### src/rtl/rand_byte_fifo.sv
// Packs debiased random bits MSB-first into WIDTH-bit words and buffers them in a
// show-ahead FIFO, with a sticky overflow flag and a repetition-count health alarm.
module rand_byte_fifo #(
  parameter int WIDTH     = 8,
  parameter int DEPTH     = 4,
  parameter int REP_LIMIT = 16
) (
  input  logic                     i_clk,
  input  logic                     i_rst_n,
  input  logic                     i_random,
  input  logic                     i_valid,
  input  logic                     i_clear,
  output logic [WIDTH-1:0]         o_data,
  output logic                     o_valid,
  input  logic                     i_ready,
  output logic [$clog2(DEPTH):0]   o_level,
  output logic                     o_overflow,
  output logic                     o_rep_alarm
);

  localparam int AW = $clog2(DEPTH);
  localparam int CW = $clog2(WIDTH);
  localparam int RW = $clog2(REP_LIMIT + 1);

  logic [CW-1:0]    bitcnt;
  logic [WIDTH-1:0] sr;
  logic [WIDTH-1:0] mem [DEPTH];
  logic [AW-1:0]    wr_ptr;
  logic [AW-1:0]    rd_ptr;
  logic [AW:0]      level;
  logic [RW-1:0]    run;
  logic             last_bit;
  logic             overflow;
  logic             rep_alarm;

  logic [WIDTH-1:0] word;
  logic             push;
  logic             pop;
  logic             full;
  logic             wr_en;
  logic [RW-1:0]    run_nxt;

  always_comb begin
    word    = {sr[WIDTH-2:0], i_random};
    push    = i_valid && (bitcnt == CW'(WIDTH - 1));
    pop     = (level != '0) && i_ready;
    full    = (level == (AW + 1)'(DEPTH));
    // A pop in the same cycle frees the slot, so a push into a full FIFO is still accepted.
    wr_en   = push && (!full || pop);
    run_nxt = run;
    if (run == '0 || i_random != last_bit)
      run_nxt = RW'(1);
    else if (run != RW'(REP_LIMIT))
      run_nxt = run + 1'b1;
  end

  always_ff @(posedge i_clk) begin
    if (!i_rst_n || i_clear) begin
      bitcnt    <= '0;
      sr        <= '0;
      wr_ptr    <= '0;
      rd_ptr    <= '0;
      level     <= '0;
      run       <= '0;
      last_bit  <= 1'b0;
      overflow  <= 1'b0;
      rep_alarm <= 1'b0;
    end else begin
      if (i_valid) begin
        sr       <= word;
        bitcnt   <= push ? '0 : bitcnt + 1'b1;
        run      <= run_nxt;
        last_bit <= i_random;
        if (run_nxt == RW'(REP_LIMIT))
          rep_alarm <= 1'b1;
      end
      if (wr_en)
        wr_ptr <= wr_ptr + 1'b1;
      if (pop)
        rd_ptr <= rd_ptr + 1'b1;
      if (wr_en && !pop)
        level <= level + 1'b1;
      else if (pop && !wr_en)
        level <= level - 1'b1;
      if (push && full && !pop)
        overflow <= 1'b1;
    end
  end

  // Word storage carries no reset; emptiness masks stale contents on o_data.
  always_ff @(posedge i_clk) begin
    if (wr_en && i_rst_n && !i_clear)
      mem[wr_ptr] <= word;
  end

  assign o_valid     = (level != '0);
  assign o_data      = o_valid ? mem[rd_ptr] : '0;
  assign o_level     = level;
  assign o_overflow  = overflow;
  assign o_rep_alarm = rep_alarm;

endmodule

### config.mk
export PLATFORM = sky130hd
export DESIGN_NAME = rand_byte_fifo
export DESIGN_NICKNAME = d
export VERILOG_FILES = /design/src/rtl/rand_byte_fifo.sv
export SDC_FILE = /design/constraint.sdc
export NUM_CORES = 1
export LEC_CHECK = 0
export ABC_CLOCK_PERIOD_IN_PS = 4000
export CAP_MARGIN = 20
export CORE_AREA = 2 2 74 76
export DETAILED_ROUTE_END_ITERATION = 10
export DIE_AREA = 0 0 76 78
export GPL_TIMING_DRIVEN = 0
export PLACE_DENSITY_LB_ADDON = 0.08
export RECOVER_POWER = 25
export SYNTH_ARGS = -nofsm -noshare
export SYNTH_HDL_FRONTEND = slang
export SYNTH_SLANG_ARGS = --single-unit
### constraint.sdc
create_clock -name i_clk -period 4 [get_ports i_clk]
set_input_delay 1 -clock i_clk [delete_from_list [all_inputs] [get_ports i_clk]]
set_output_delay 1 -clock i_clk [all_outputs]
set_load 0.05 [all_outputs]
==> out/qor.txt, run 1 <==
DRT
------------------------------------------------------------------------------------
Sum of routed wire length over all layers .............................      4.53 mm
Post-route ant nets ...................................................            0
Total number of vias ..................................................         1529
Final routed wire length divided by cell count ........................      15.5 um
Initial drt markers ...................................................           68
Count of TritonRoute iterations in the first routing pass .............            4
DR DRC count ..........................................................            0
Routed vias/inst ......................................................         5.24

SYNTHESIS
------------------------------------------------------------------------------------
Avg Inst Size Synth ...................................................   13.1 sq um
Total standard cell area after synthesis ..............................   2450 sq um
Synth cell types ......................................................           37
Proportion of synthesized flip-flops having asynchronous set or reset .            0
Yosys synthesis warning count .........................................            0
Synth Instances .......................................................          187
Cell taking the most area after synthesis ............................. sky130_fd_sc_hd__edfxtp_1
Post-Synthesis Net Count ..............................................          203
Count of flip-flops with a built-in enable after synthesis ............           32
Cell with the most instances after synthesis .......................... sky130_fd_sc_hd__edfxtp_1
Biggest area contributors in the synthesized netlist .................. sky130_fd_sc_hd__edfxtp_1 (39%), sky130_fd_sc_hd__dfxtp_1 (21%), sky130_fd_sc_hd__mux4_2 (7.3%)
Most common library cells after synthesis ............................. sky130_fd_sc_hd__edfxtp_1 (32), sky130_fd_sc_hd__dfxtp_1 (26), sky130_fd_sc_hd__nor2_1 (21)
Number of register bits inferred by synthesis .........................           58
Portion of synthesized cell area occupied by the leading cell type ....        0.392
Register area share after synthesis ...................................        0.604
Primary FF master, synth .............................................. sky130_fd_sc_hd__edfxtp_1

POWER
------------------------------------------------------------------------------------
Leakage Power .........................................................      1.07 nW
Maximum VDD drop ......................................................       299 uV
Pwr per Cell Area .....................................................  417 nW/um^2

CLOCKING
------------------------------------------------------------------------------------
Number of setup buffers added after CTS ...............................            0
CTS root buf .......................................................... sky130_fd_sc_hd__clkbuf_8
# H-tree levels .......................................................            3
Cts bufs inserted .....................................................            9
Clock tree from TritonCTS .............................................         done
Maximum buffer depth of the clock tree ................................            2
Later-pin clock latency in the skew report ............................      0.33 ns
Clock-pin slew on the worst setup and hold paths ......................      0.06 ns
Total clock sinks .....................................................           58
Number of resized instances in the post-cts repair step ...............            0
Hold-fix buffers at CTS ...............................................            0

CRITICAL PATH
------------------------------------------------------------------------------------
Maximum net fanout on the critical path ...............................            8
Nature of the critical path startpoint ................................         flop
Worst Setup End Kind ..................................................   output pin
Destination of the worst register-to-register timing path .............   o_level[2]
Critical register-to-register path startpoint .........................    bitcnt[0]
Slowest stage cell on the critical path ............................... sky130_fd_sc_hd__clkdlybuf4s50_1
CP max stage delay ....................................................      0.70 ns
Internal reg-to-reg setup slack .......................................      1.42 ns
Worst endpoint required time ..........................................      3.00 ns
Path length in cells of the critical path .............................            4
Number of cells on the worst reg-to-reg path ..........................           10
Cell-by-cell trace of the critical path ............................... buf_2, mux4_2, and2_1, clkdlybuf4s50_1
Critical path start-end classification ................................   reg -> out
Bufs and invs on worst path ...........................................            2
Arrival time at the worst endpoint ....................................      2.31 ns
Family with the most delay on the worst path .......................... buffers and inverters

GRT
------------------------------------------------------------------------------------
Via count of the first global-routing pass ............................         1580
Total GRT Usage .......................................................        0.168
Maximum number of pins on one net before global-route repair ..........           11
First-pass GRT wire length ............................................      7.50 mm
Global route overflow .................................................            0
Number of antenna violations at the first check in global routing .....            0

CELLS AND AREA
------------------------------------------------------------------------------------
Area used by multi-input combinational logic ..........................    910 sq um
Ant diodes ............................................................            0
Nets@finish ...........................................................          233
Share of post-route cells with drive strength above 1 .................        0.126
Layout area overhead ..................................................        19.8%
Register area .........................................................   1480 sq um
Layout filler cell count ..............................................          424

JOB
------------------------------------------------------------------------------------
Max-cap viol count ....................................................            0

TIMING
------------------------------------------------------------------------------------
Final number of setup-violating endpoints .............................            0
Setup repair after global routing missed its margin ...................        false
Maximum clock skew at final layout ....................................   0.00292 ns
Worst setup slack after layout ........................................     0.693 ns
Hold Violations, Final ................................................            0
Worst slew slack as a fraction of its limit ...........................        0.536
Final Max Tran Viols ..................................................            0
Slew at the pin with the worst max-slew slack .........................     0.696 ns
Fin crit share ........................................................        0.827
Setup Total Neg Slack .................................................         0 ns
Top achievable clock speed ............................................    0.302 GHz
Fin crit period .......................................................      3.31 ns

FLOORPLAN
------------------------------------------------------------------------------------
Die Span X ............................................................        76 um
Die outline area ......................................................   5930 sq um
I/O pin total .........................................................           20
Standard-cell rows ....................................................           26
Overall die height ....................................................        78 um
Starting utilization of the core area .................................        0.486
Core Footprint ........................................................   5040 sq um

HOLD PATH
------------------------------------------------------------------------------------
Worst Hold Launch .....................................................   o_overflow
Hold Path Sink ........................................................   o_overflow
Cells on Worst Hold Path ..............................................            2
Class of the worst hold path ..........................................   reg -> reg

PLACED DESIGN
------------------------------------------------------------------------------------
HPWL Detailed .........................................................      3.14 mm
Number of buffer cells added on primary ports .........................           19
Weighted congestion at the end of routability-driven global placement .        0.854
Pre-CTS setup slack ...................................................     0.576 ns

STATUS
------------------------------------------------------------------------------------
Outcome ............................................................... finished, final reports clean

flip-flops by register name (all words and copies together) (netlist names), named ones only:
signal / flops
o_rep_alarm: 1
sr: 7
rd_ptr: 2
o_overflow: 1
mem: 32
run: 5
o_level: 3
bitcnt: 3
wr_ptr: 2
placed cells by master (no fill, tap or decap), types with 3 or more instances in the layout:
master                            count
sky130_fd_sc_hd__nand3_1              3
sky130_fd_sc_hd__ha_1                 9
sky130_fd_sc_hd__o21ai_0              6
sky130_fd_sc_hd__clkdlybuf4s50_1     19
sky130_fd_sc_hd__or3_1                3
sky130_fd_sc_hd__edfxtp_1            32
sky130_fd_sc_hd__clkbuf_1             5
sky130_fd_sc_hd__inv_1                6
sky130_fd_sc_hd__xor2_1               5
sky130_fd_sc_hd__nor2_1              21
sky130_fd_sc_hd__clkbuf_8             9
sky130_fd_sc_hd__nand2_1              6
sky130_fd_sc_hd__and3_1               6
sky130_fd_sc_hd__dfxtp_1             26
sky130_fd_sc_hd__and2_1               8
sky130_fd_sc_hd__mux4_2               8
sky130_fd_sc_hd__clkinv_2             4
sky130_fd_sc_hd__mux2i_1              9
sky130_fd_sc_hd__a21oi_1             10
through the flow:
step	util	cell area, sq um	hold WS [ns]	power (W)	std cells
2_1_floorplan	-	2450	0.445	0.000659	187
3_3_place_gp	0.541	2730	0.454	0.000670	276
3_5_place_dp	0.541	2730	0.469	0.000672	276
4_1_cts	0.583	2940	0.487	0.00123	292
5_1_grt	0.583	2940	0.507	0.00127	292
6_report	0.583	2940	0.481	0.00122	292
how the worst max path moves through the flow:
| stage | from | end | slack [ns] |
|---|---|---|---|
| final | flop | o_data[6] | 0.69 |
| after global routing | flop | o_data[6] | 0.55 |
| after CTS | flop | o_data[6] | 0.64 |
| after detailed placement | i_valid | o_level[2] | 0.58 |
| after global placement | i_valid | o_level[2] | 0.68 |
| after floorplan | o_level[0] | o_data[0] | 0.99 |
power breakdown:
group / internal (W) / switching [W] / leakage [nW]
clock: 0.000344 / 0.000221 / 0.110
combinational: 0.0000131 / 0.0000191 / 0.440
sequential: 0.000625 / 0.00000199 / 0.517
total: 0.000982 / 0.000242 / 1.07
tightest hold or removal path: stages, from the launching register on:
cell,delay [ns]
sky130_fd_sc_hd__dfxtp_1,0.33
sky130_fd_sc_hd__a31oi_1,0.05
sky130_fd_sc_hd__nor2_1,0.07
area by class of cell:
type                            count  area share
Buffer                              8      0.0132
Clock buffer                        9      0.0422
Clock inverter                      7      0.0285
Inverter                            6     0.00767
Multi-Input combinational cell    115       0.310
Sequential cell                    58       0.504
Tap cell                           70      0.0298
Timing Repair Buffer               19      0.0647
per-layer routing:
layer  GRT usage  vias up  routed length, um
li1            -      746                  -
met1       0.186      748               1910
met2       0.300       26               2410
met3      0.0500        9                145
met4      0.0745        0                 68
met5           0        -                  0
cells by family (layout without fill, tap and decap cells):
kind of cell | count (synthesis) | after routing | share of synthesized area
and+or+nand+nor | 58 | 58 | 0.125
AOI/OAI and AO/OA | 23 | 23 | 0.0566
xor gates and xnor gates | 7 | 7 | 0.0250
muxes | 17 | 17 | 0.110
DFF | 58 | 58 | 0.604
adders and majority gates | 10 | 10 | 0.0541
buffers and inverters | 14 | 49 | 0.0250
(Power assumes the default switching activity.)
==> run 2: changes to the inputs <==
--- a/config.mk
+++ b/config.mk
@@ -5,7 +5,7 @@
 export SDC_FILE = /design/constraint.sdc
 export NUM_CORES = 1
 export LEC_CHECK = 0
-export ABC_CLOCK_PERIOD_IN_PS = 4000
+export ABC_CLOCK_PERIOD_IN_PS = 2800
 export CAP_MARGIN = 20
 export CORE_AREA = 2 2 74 76
 export DETAILED_ROUTE_END_ITERATION = 10
==> constraint.sdc (replaced) <==
create_clock -name i_clk -period 2.8 [get_ports i_clk]
set_input_delay 0.7 -clock i_clk [delete_from_list [all_inputs] [get_ports i_clk]]
set_output_delay 0.7 -clock i_clk [all_outputs]
set_load 0.05 [all_outputs]
==> run 2 against run 1 <==
Compared with the run above:
- critical path depth is 5 higher
- setup slack lost 0.61 ns
- sequential power rose by 43%
- sequential cell count unchanged
- total power rose by 43%
- global-route usage hardly changed
- via count decreased by 0.20%
- largest cell class unchanged
- clock skew rose by 0.0015 ns
- register-to-register slack got worse by 1.1 ns
- combinational power increased by 42%
==> out/qor.txt, run 2 (synthesis results as in run 1) <==
POWER
------------------------------------------------------------------------------------
Switching power summed over all nets ..................................   0.000343 W
Part of the total power dissipated in the clock network ...............        0.461
Switch share ..........................................................        0.197
Portion of total power attributed to combinational logic ..............        0.026
Sequential share of power .............................................        0.513
Maximum VDD drop ......................................................       428 uV
Pwr per Cell Area .....................................................  596 nW/um^2
Leakage Power .........................................................      1.08 nW
Internal power summed over all cells ..................................    0.00140 W

CLOCKING
------------------------------------------------------------------------------------
Clock-pin slew on the worst setup and hold paths ......................      0.06 ns
Number of setup buffers added after CTS ...............................            0
Clock tree from TritonCTS .............................................         done
Total clock sinks .....................................................           58
# H-tree levels .......................................................            3
Number of resized instances in the post-cts repair step ...............            9
Cts bufs inserted .....................................................            9
CTS root buf .......................................................... sky130_fd_sc_hd__clkbuf_8
Later-pin clock latency in the skew report ............................      0.32 ns
Maximum buffer depth of the clock tree ................................            2
Hold-fix buffers at CTS ...............................................            0

TIMING
------------------------------------------------------------------------------------
Setup repair after global routing missed its margin ...................         true
Fin crit period .......................................................      2.72 ns
Fin crit share ........................................................        0.970
Top achievable clock speed ............................................    0.368 GHz
Maximum clock skew at final layout ....................................   0.00445 ns
Hold Violations, Final ................................................            0
Worst slew slack as a fraction of its limit ...........................        0.524
Slew at the pin with the worst max-slew slack .........................     0.714 ns
Final number of setup-violating endpoints .............................            0
Setup Total Neg Slack .................................................         0 ns
Final Max Tran Viols ..................................................            0

GRT
------------------------------------------------------------------------------------
Total GRT Usage .......................................................        0.168
Maximum number of pins on one net before global-route repair ..........           11
Via count of the first global-routing pass ............................         1586
First-pass GRT wire length ............................................      7.51 mm
Number of antenna violations at the first check in global routing .....            0
Global route overflow .................................................            0

PLACED DESIGN
------------------------------------------------------------------------------------
Weighted congestion at the end of routability-driven global placement .        0.854
Count of placed standard cells including taps .........................          276
Number of buffer cells added on primary ports .........................           19
HPWL Detailed .........................................................      3.14 mm
Placed inst area ......................................................   2730 sq um

DRT
------------------------------------------------------------------------------------
Initial drt markers ...................................................           69
Final routed wire length divided by cell count ........................      15.6 um
Count of TritonRoute iterations in the first routing pass .............            4
Routed vias/inst ......................................................         5.24
DR DRC count ..........................................................            0
Total number of vias ..................................................         1526
Sum of routed wire length over all layers .............................      4.55 mm
Post-route ant nets ...................................................            0

CELLS AND AREA
------------------------------------------------------------------------------------
Largest register by flop count ........................................          mem
Ant diodes ............................................................            0
Layout area overhead ..................................................        19.3%
Most frequent cells in the layout ..................................... sky130_fd_sc_hd__edfxtp_1 (32), sky130_fd_sc_hd__dfxtp_1 (26), sky130_fd_sc_hd__nor2_1 (20)
Final instance area ...................................................   2930 sq um
Post-layout instance count excluding filler cells .....................          291
Largest registers ..................................................... mem: 32 flops, sr: 7 flops, run: 5 flops
Most common cell after layout, fill and taps aside .................... sky130_fd_sc_hd__edfxtp_1
Nets@finish ...........................................................          232
Max FFs per register ..................................................           32
Share of post-route cells with drive strength above 1 .................        0.140

FLOORPLAN
------------------------------------------------------------------------------------
I/O pin total .........................................................           20
Overall die height ....................................................        78 um
Die outline area ......................................................   5930 sq um
Core Footprint ........................................................   5040 sq um
Starting utilization of the core area .................................        0.486
Standard-cell rows ....................................................           26
Die Span X ............................................................        76 um

CRITICAL PATH
------------------------------------------------------------------------------------
Worst Setup End Kind ..................................................         flop
Maximum net fanout on the critical path ...............................            7
Nature of the critical path startpoint ................................    input pin
Critical path start-end classification ................................    in -> reg
Worst endpoint required time ..........................................      3.06 ns
Arrival time at the worst endpoint ....................................      2.97 ns
Internal reg-to-reg setup slack .......................................      0.35 ns

STATUS
------------------------------------------------------------------------------------
Outcome ............................................................... finished, final reports clean

JOB
------------------------------------------------------------------------------------
Max-cap viol count ....................................................            0

HOLD PATH
------------------------------------------------------------------------------------
Class of the worst hold path ..........................................   reg -> reg

run 2: cell types whose count changed in the layout (fill, tap and decap cells not counted), moves of 2 or more:
cell / delta
sky130_fd_sc_hd__clkdlybuf4s50_1: -9
sky130_fd_sc_hd__clkdlybuf4s15_1: +5
sky130_fd_sc_hd__dlygate4sd2_1: +2
sky130_fd_sc_hd__clkbuf_2: +2
run 2: worst paths after layout:
path	startpoint	endpoint	depth (start not counted)
setup / recovery	i_ready	o_level[2]	9
hold / removal	o_overflow	o_overflow	2
setup reg to reg	bitcnt[0]	o_level[2]	10
hold reg to reg	o_overflow	o_overflow	2
run 2: through the flow:
| stage | hold WS (ns) | util | setup WS [ns] | power, W |
|---|---|---|---|---|
| 2_1_floorplan | 0.445 | - | 0.0930 | 0.000941 |
| 3_3_place_gp | 0.454 | 0.541 | -0.216 | 0.000957 |
| 3_5_place_dp | 0.469 | 0.541 | -0.324 | 0.000960 |
| 4_1_cts | 0.487 | 0.580 | 0.0191 | 0.00176 |
| 5_1_grt | 0.507 | 0.580 | -0.0278 | 0.00181 |
| 6_report | 0.482 | 0.580 | 0.0839 | 0.00175 |
run 2: power by group through the flow:
stage / logic, W / registers (W) / clock network (W)
after floorplan: 0.0000281 / 0.000913 / 0
after global placement: 0.0000438 / 0.000914 / 0
after detailed placement: 0.0000458 / 0.000914 / 0
after CTS: 0.0000461 / 0.000895 / 0.000821
after global routing: 0.0000504 / 0.000895 / 0.000865
final: 0.0000459 / 0.000896 / 0.000804
run 2: layer usage:
| metal | vias to the layer above | wire (um) | track usage |
|---|---|---|---|
| met5 | - | 0 | 0 |
| met2 | 32 | 2400 | 0.301 |
| li1 | 742 | - | - |
| met3 | 10 | 145 | 0.0500 |
| met4 | 0 | 74 | 0.0745 |
| met1 | 742 | 1930 | 0.186 |
run 2: critical path, cell delays in order:
cell and delay [ns]:
sky130_fd_sc_hd__clkdlybuf4s50_1 0.45, sky130_fd_sc_hd__nor4b_1 0.58, sky130_fd_sc_hd__nor2_2 0.19, sky130_fd_sc_hd__ha_1 0.27
sky130_fd_sc_hd__inv_1 0.08, sky130_fd_sc_hd__fa_1 0.18, sky130_fd_sc_hd__xor2_1 0.07, sky130_fd_sc_hd__or3_1 0.30
sky130_fd_sc_hd__a21oi_1 0.14
run 2: cell type report:
| type | count | area [sq um] |
|---|---|---|
| Tap cell | 70 | 87.6 |
| Sequential cell | 58 | 1480 |
| Clock buffer | 9 | 124 |
| Buffer | 7 | 37.5 |
| Clock inverter | 7 | 83.8 |
| Inverter | 6 | 22.5 |
| Multi-Input combinational cell | 115 | 912 |
| Fill cell | 425 | 2120 |
| Timing Repair Buffer | 19 | 178 |
==> run 3: changes to the inputs <==
--- a/config.mk
+++ b/config.mk
@@ -5,11 +5,11 @@
 export SDC_FILE = /design/constraint.sdc
 export NUM_CORES = 1
 export LEC_CHECK = 0
-export ABC_CLOCK_PERIOD_IN_PS = 2800
+export ABC_CLOCK_PERIOD_IN_PS = 2700
 export CAP_MARGIN = 20
-export CORE_AREA = 2 2 74 76
+export CORE_AREA = 2 2 70 72
 export DETAILED_ROUTE_END_ITERATION = 10
-export DIE_AREA = 0 0 76 78
+export DIE_AREA = 0 0 72 74
 export GPL_TIMING_DRIVEN = 0
 export PLACE_DENSITY_LB_ADDON = 0.08
 export RECOVER_POWER = 25
==> constraint.sdc (replaced) <==
create_clock -name i_clk -period 2.7 [get_ports i_clk]
set_input_delay 0.675 -clock i_clk [delete_from_list [all_inputs] [get_ports i_clk]]
set_output_delay 0.675 -clock i_clk [all_outputs]
set_load 0.05 [all_outputs]
==> run 3 against run 2 <==
Compared with the run above:
- register-to-register slack barely moved
- via count is essentially flat
- critical path depth did not move
- combinational power is 3% higher
- wire length down 6.5%
- clock power is 22% lower
- first-iteration DRC count rose by 87%
- critical endpoint unchanged
==> out/qor.txt, run 3 (synthesis results as in run 1) <==
DRT
------------------------------------------------------------------------------------
Initial drt markers ...................................................          129
DR DRC count ..........................................................            0
Sum of routed wire length over all layers .............................      4.25 mm
Total number of vias ..................................................         1527
Count of TritonRoute iterations in the first routing pass .............            4
Post-route ant nets ...................................................            0
Routed vias/inst ......................................................         5.55
Final routed wire length divided by cell count ........................      15.5 um

CRITICAL PATH
------------------------------------------------------------------------------------
Nature of the critical path startpoint ................................    input pin
Worst Setup End Kind ..................................................         flop
Critical path start-end classification ................................    in -> reg
Arrival time at the worst endpoint ....................................      2.81 ns
Maximum net fanout on the critical path ...............................            7
Internal reg-to-reg setup slack .......................................      0.34 ns
Destination of the worst register-to-register timing path .............   o_level[2]
Critical register-to-register path startpoint .........................    bitcnt[0]
Worst endpoint required time ..........................................      2.95 ns
Number of cells on the worst reg-to-reg path ..........................           10

CELLS AND AREA
------------------------------------------------------------------------------------
Share of post-route cells with drive strength above 1 .................        0.158
Utilization after layout ..............................................        0.617
Nets@finish ...........................................................          232
Largest register by flop count ........................................          mem
Most frequent cells in the layout ..................................... sky130_fd_sc_hd__edfxtp_1 (32), sky130_fd_sc_hd__dfxtp_1 (26), sky130_fd_sc_hd__nor2_1 (20)
Layout filler cell count ..............................................          376
Layout area overhead ..................................................        15.6%
Largest registers ..................................................... mem: 32 flops, sr: 7 flops, run: 5 flops
Ant diodes ............................................................            0
Max FFs per register ..................................................           32
Most common cell after layout, fill and taps aside .................... sky130_fd_sc_hd__edfxtp_1

PLACED DESIGN
------------------------------------------------------------------------------------
HPWL Detailed .........................................................      2.93 mm
Number of buffer cells added on primary ports .........................           19
Weighted congestion at the end of routability-driven global placement .        0.860

GRT
------------------------------------------------------------------------------------
Total GRT Usage .......................................................        0.183
First-pass GRT wire length ............................................      7.08 mm
Maximum number of pins on one net before global-route repair ..........           11
Number of antenna violations at the first check in global routing .....            0
Global route overflow .................................................            0
Via count of the first global-routing pass ............................         1574

HOLD PATH
------------------------------------------------------------------------------------
Class of the worst hold path ..........................................   reg -> reg
Hold Path Sink ........................................................    bitcnt[2]
Cells on Worst Hold Path ..............................................            2
Worst Hold Launch .....................................................    bitcnt[2]

FLOORPLAN
------------------------------------------------------------------------------------
Die outline area ......................................................   5330 sq um
Overall die height ....................................................        74 um
Standard-cell rows ....................................................           25
Starting utilization of the core area .................................        0.533
I/O pin total .........................................................           20
Die Span X ............................................................        72 um
Core Footprint ........................................................   4600 sq um

TIMING
------------------------------------------------------------------------------------
Hold Violations, Final ................................................            0
Fin crit share ........................................................        0.950
Worst slew slack as a fraction of its limit ...........................        0.507
Final Max Tran Viols ..................................................            0
Maximum clock skew at final layout ....................................   0.00705 ns
Fin crit period .......................................................      2.56 ns
Setup repair after global routing missed its margin ...................        false
Top achievable clock speed ............................................    0.390 GHz
Slew at the pin with the worst max-slew slack .........................     0.740 ns
Worst slack on hold paths .............................................     0.477 ns
Final number of setup-violating endpoints .............................            0

CLOCKING
------------------------------------------------------------------------------------
Later-pin clock latency in the skew report ............................      0.32 ns
Maximum buffer depth of the clock tree ................................            2
CTS root buf .......................................................... sky130_fd_sc_hd__clkbuf_8
Clock-pin slew on the worst setup and hold paths ......................      0.06 ns
Number of setup buffers added after CTS ...............................            0
Total clock sinks .....................................................           58
# H-tree levels .......................................................            3
Cts bufs inserted .....................................................            9
Hold-fix buffers at CTS ...............................................            0
Clock tree from TritonCTS .............................................         done

POWER
------------------------------------------------------------------------------------
Switching power summed over all nets ..................................   0.000333 W
Portion of total power attributed to combinational logic ..............        0.029
Switch share ..........................................................        0.208
Pwr per Cell Area .....................................................  566 nW/um^2
Maximum VDD drop ......................................................       377 uV
Part of the total power dissipated in the clock network ...............        0.391
Leakage Power .........................................................      1.05 nW
Sequential share of power .............................................        0.579
Internal power summed over all cells ..................................    0.00127 W

STATUS
------------------------------------------------------------------------------------
Outcome ............................................................... finished, final reports clean

JOB
------------------------------------------------------------------------------------
Max-cap viol count ....................................................            0

[run 3: cell types whose count changed in the layout (fill, tap and decap cells not counted)]
cell | before | now
sky130_fd_sc_hd__buf_4 | 0 | 1
sky130_fd_sc_hd__bufinv_16 | 2 | 0
sky130_fd_sc_hd__clkbuf_1 | 4 | 7
sky130_fd_sc_hd__clkbuf_2 | 2 | 8
sky130_fd_sc_hd__clkbuf_4 | 1 | 0
sky130_fd_sc_hd__clkdlybuf4s15_1 | 5 | 0
sky130_fd_sc_hd__clkinv_2 | 4 | 3
sky130_fd_sc_hd__dlygate4sd2_1 | 2 | 1
sky130_fd_sc_hd__nor2_2 | 1 | 0
sky130_fd_sc_hd__nor2_4 | 0 | 1
sky130_fd_sc_hd__nor4b_1 | 1 | 0
sky130_fd_sc_hd__nor4b_2 | 0 | 1
[run 3: how the worst max path moves through the flow]
stage | endpoint | slack (ns) | depth (start not counted) | from
2_1_floorplan | o_data[0] | 0.02 | 3 | o_level[0]
3_3_place_gp | o_level[2] | -0.29 | 9 | i_valid
3_5_place_dp | o_level[2] | -0.37 | 9 | i_valid
4_1_cts | o_data[4] | 0.004 | 4 | o_level[0]
5_1_grt | o_level[2] | 0.003 | 9 | i_valid
6_report | o_level[2] | 0.14 | 9 | i_valid
[run 3: layout make-up]
class,instances,area (sq um),share of cell area
clock inverter,4,18.8,0.00662
timing repair buffer,19,149,0.0525
multi-input combinational,115,923,0.326
buffer,7,37.5,0.0132
clock buffer,12,135,0.0477
inverter,6,22.5,0.00794
tap,54,67.6,0.0238
sequential,58,1480,0.523
[run 3: repair_timing]
item / CTS / global route
pin swaps: 0 / 0
resized for setup: 12 / 17
endpoints found under the setup margin: 10 / 10
cloned: 0 / 0
[run 3: worst max-delay path, stage by stage]
cell                              delay, ns
sky130_fd_sc_hd__clkdlybuf4s50_1       0.57
sky130_fd_sc_hd__nand2_1               0.13
sky130_fd_sc_hd__nor2_4                0.17
sky130_fd_sc_hd__ha_1                  0.21
sky130_fd_sc_hd__inv_1                 0.07
sky130_fd_sc_hd__fa_1                  0.37
sky130_fd_sc_hd__xor2_1                0.16
sky130_fd_sc_hd__or3_1                 0.30
sky130_fd_sc_hd__a21oi_1               0.15
[run 3: stage by stage]
stage	total power [W]	cell area, sq um	cells	TNS [ns]	setup WS (ns)
3_5_place_dp	0.000995	2710	260	-0.626	-0.375
6_report	0.00160	2840	275	0	0.136
2_1_floorplan	0.000976	2450	187	0	0.0180
4_1_cts	0.00162	2860	275	0	0.00419
5_1_grt	0.00167	2840	275	0	0.00272
3_3_place_gp	0.000992	2710	260	-0.488	-0.293
[run 3: routing by layer]
metal,GRT usage,vias to the layer above,wire (um)
met5,0,-,0
met4,0.109,0,104
met3,0.0420,12,144
met2,0.333,37,2210
met1,0.195,734,1800
li1,-,744,-
[run 3: power by group through the flow]
stage                     clock (W)  combinational (W)  sequential [W]
after floorplan                   0          0.0000292        0.000947
after global placement            0          0.0000450        0.000948
after detailed placement          0          0.0000470        0.000948
after CTS                  0.000647          0.0000472        0.000929
after global routing       0.000690          0.0000523        0.000929
final                      0.000628          0.0000471        0.000929
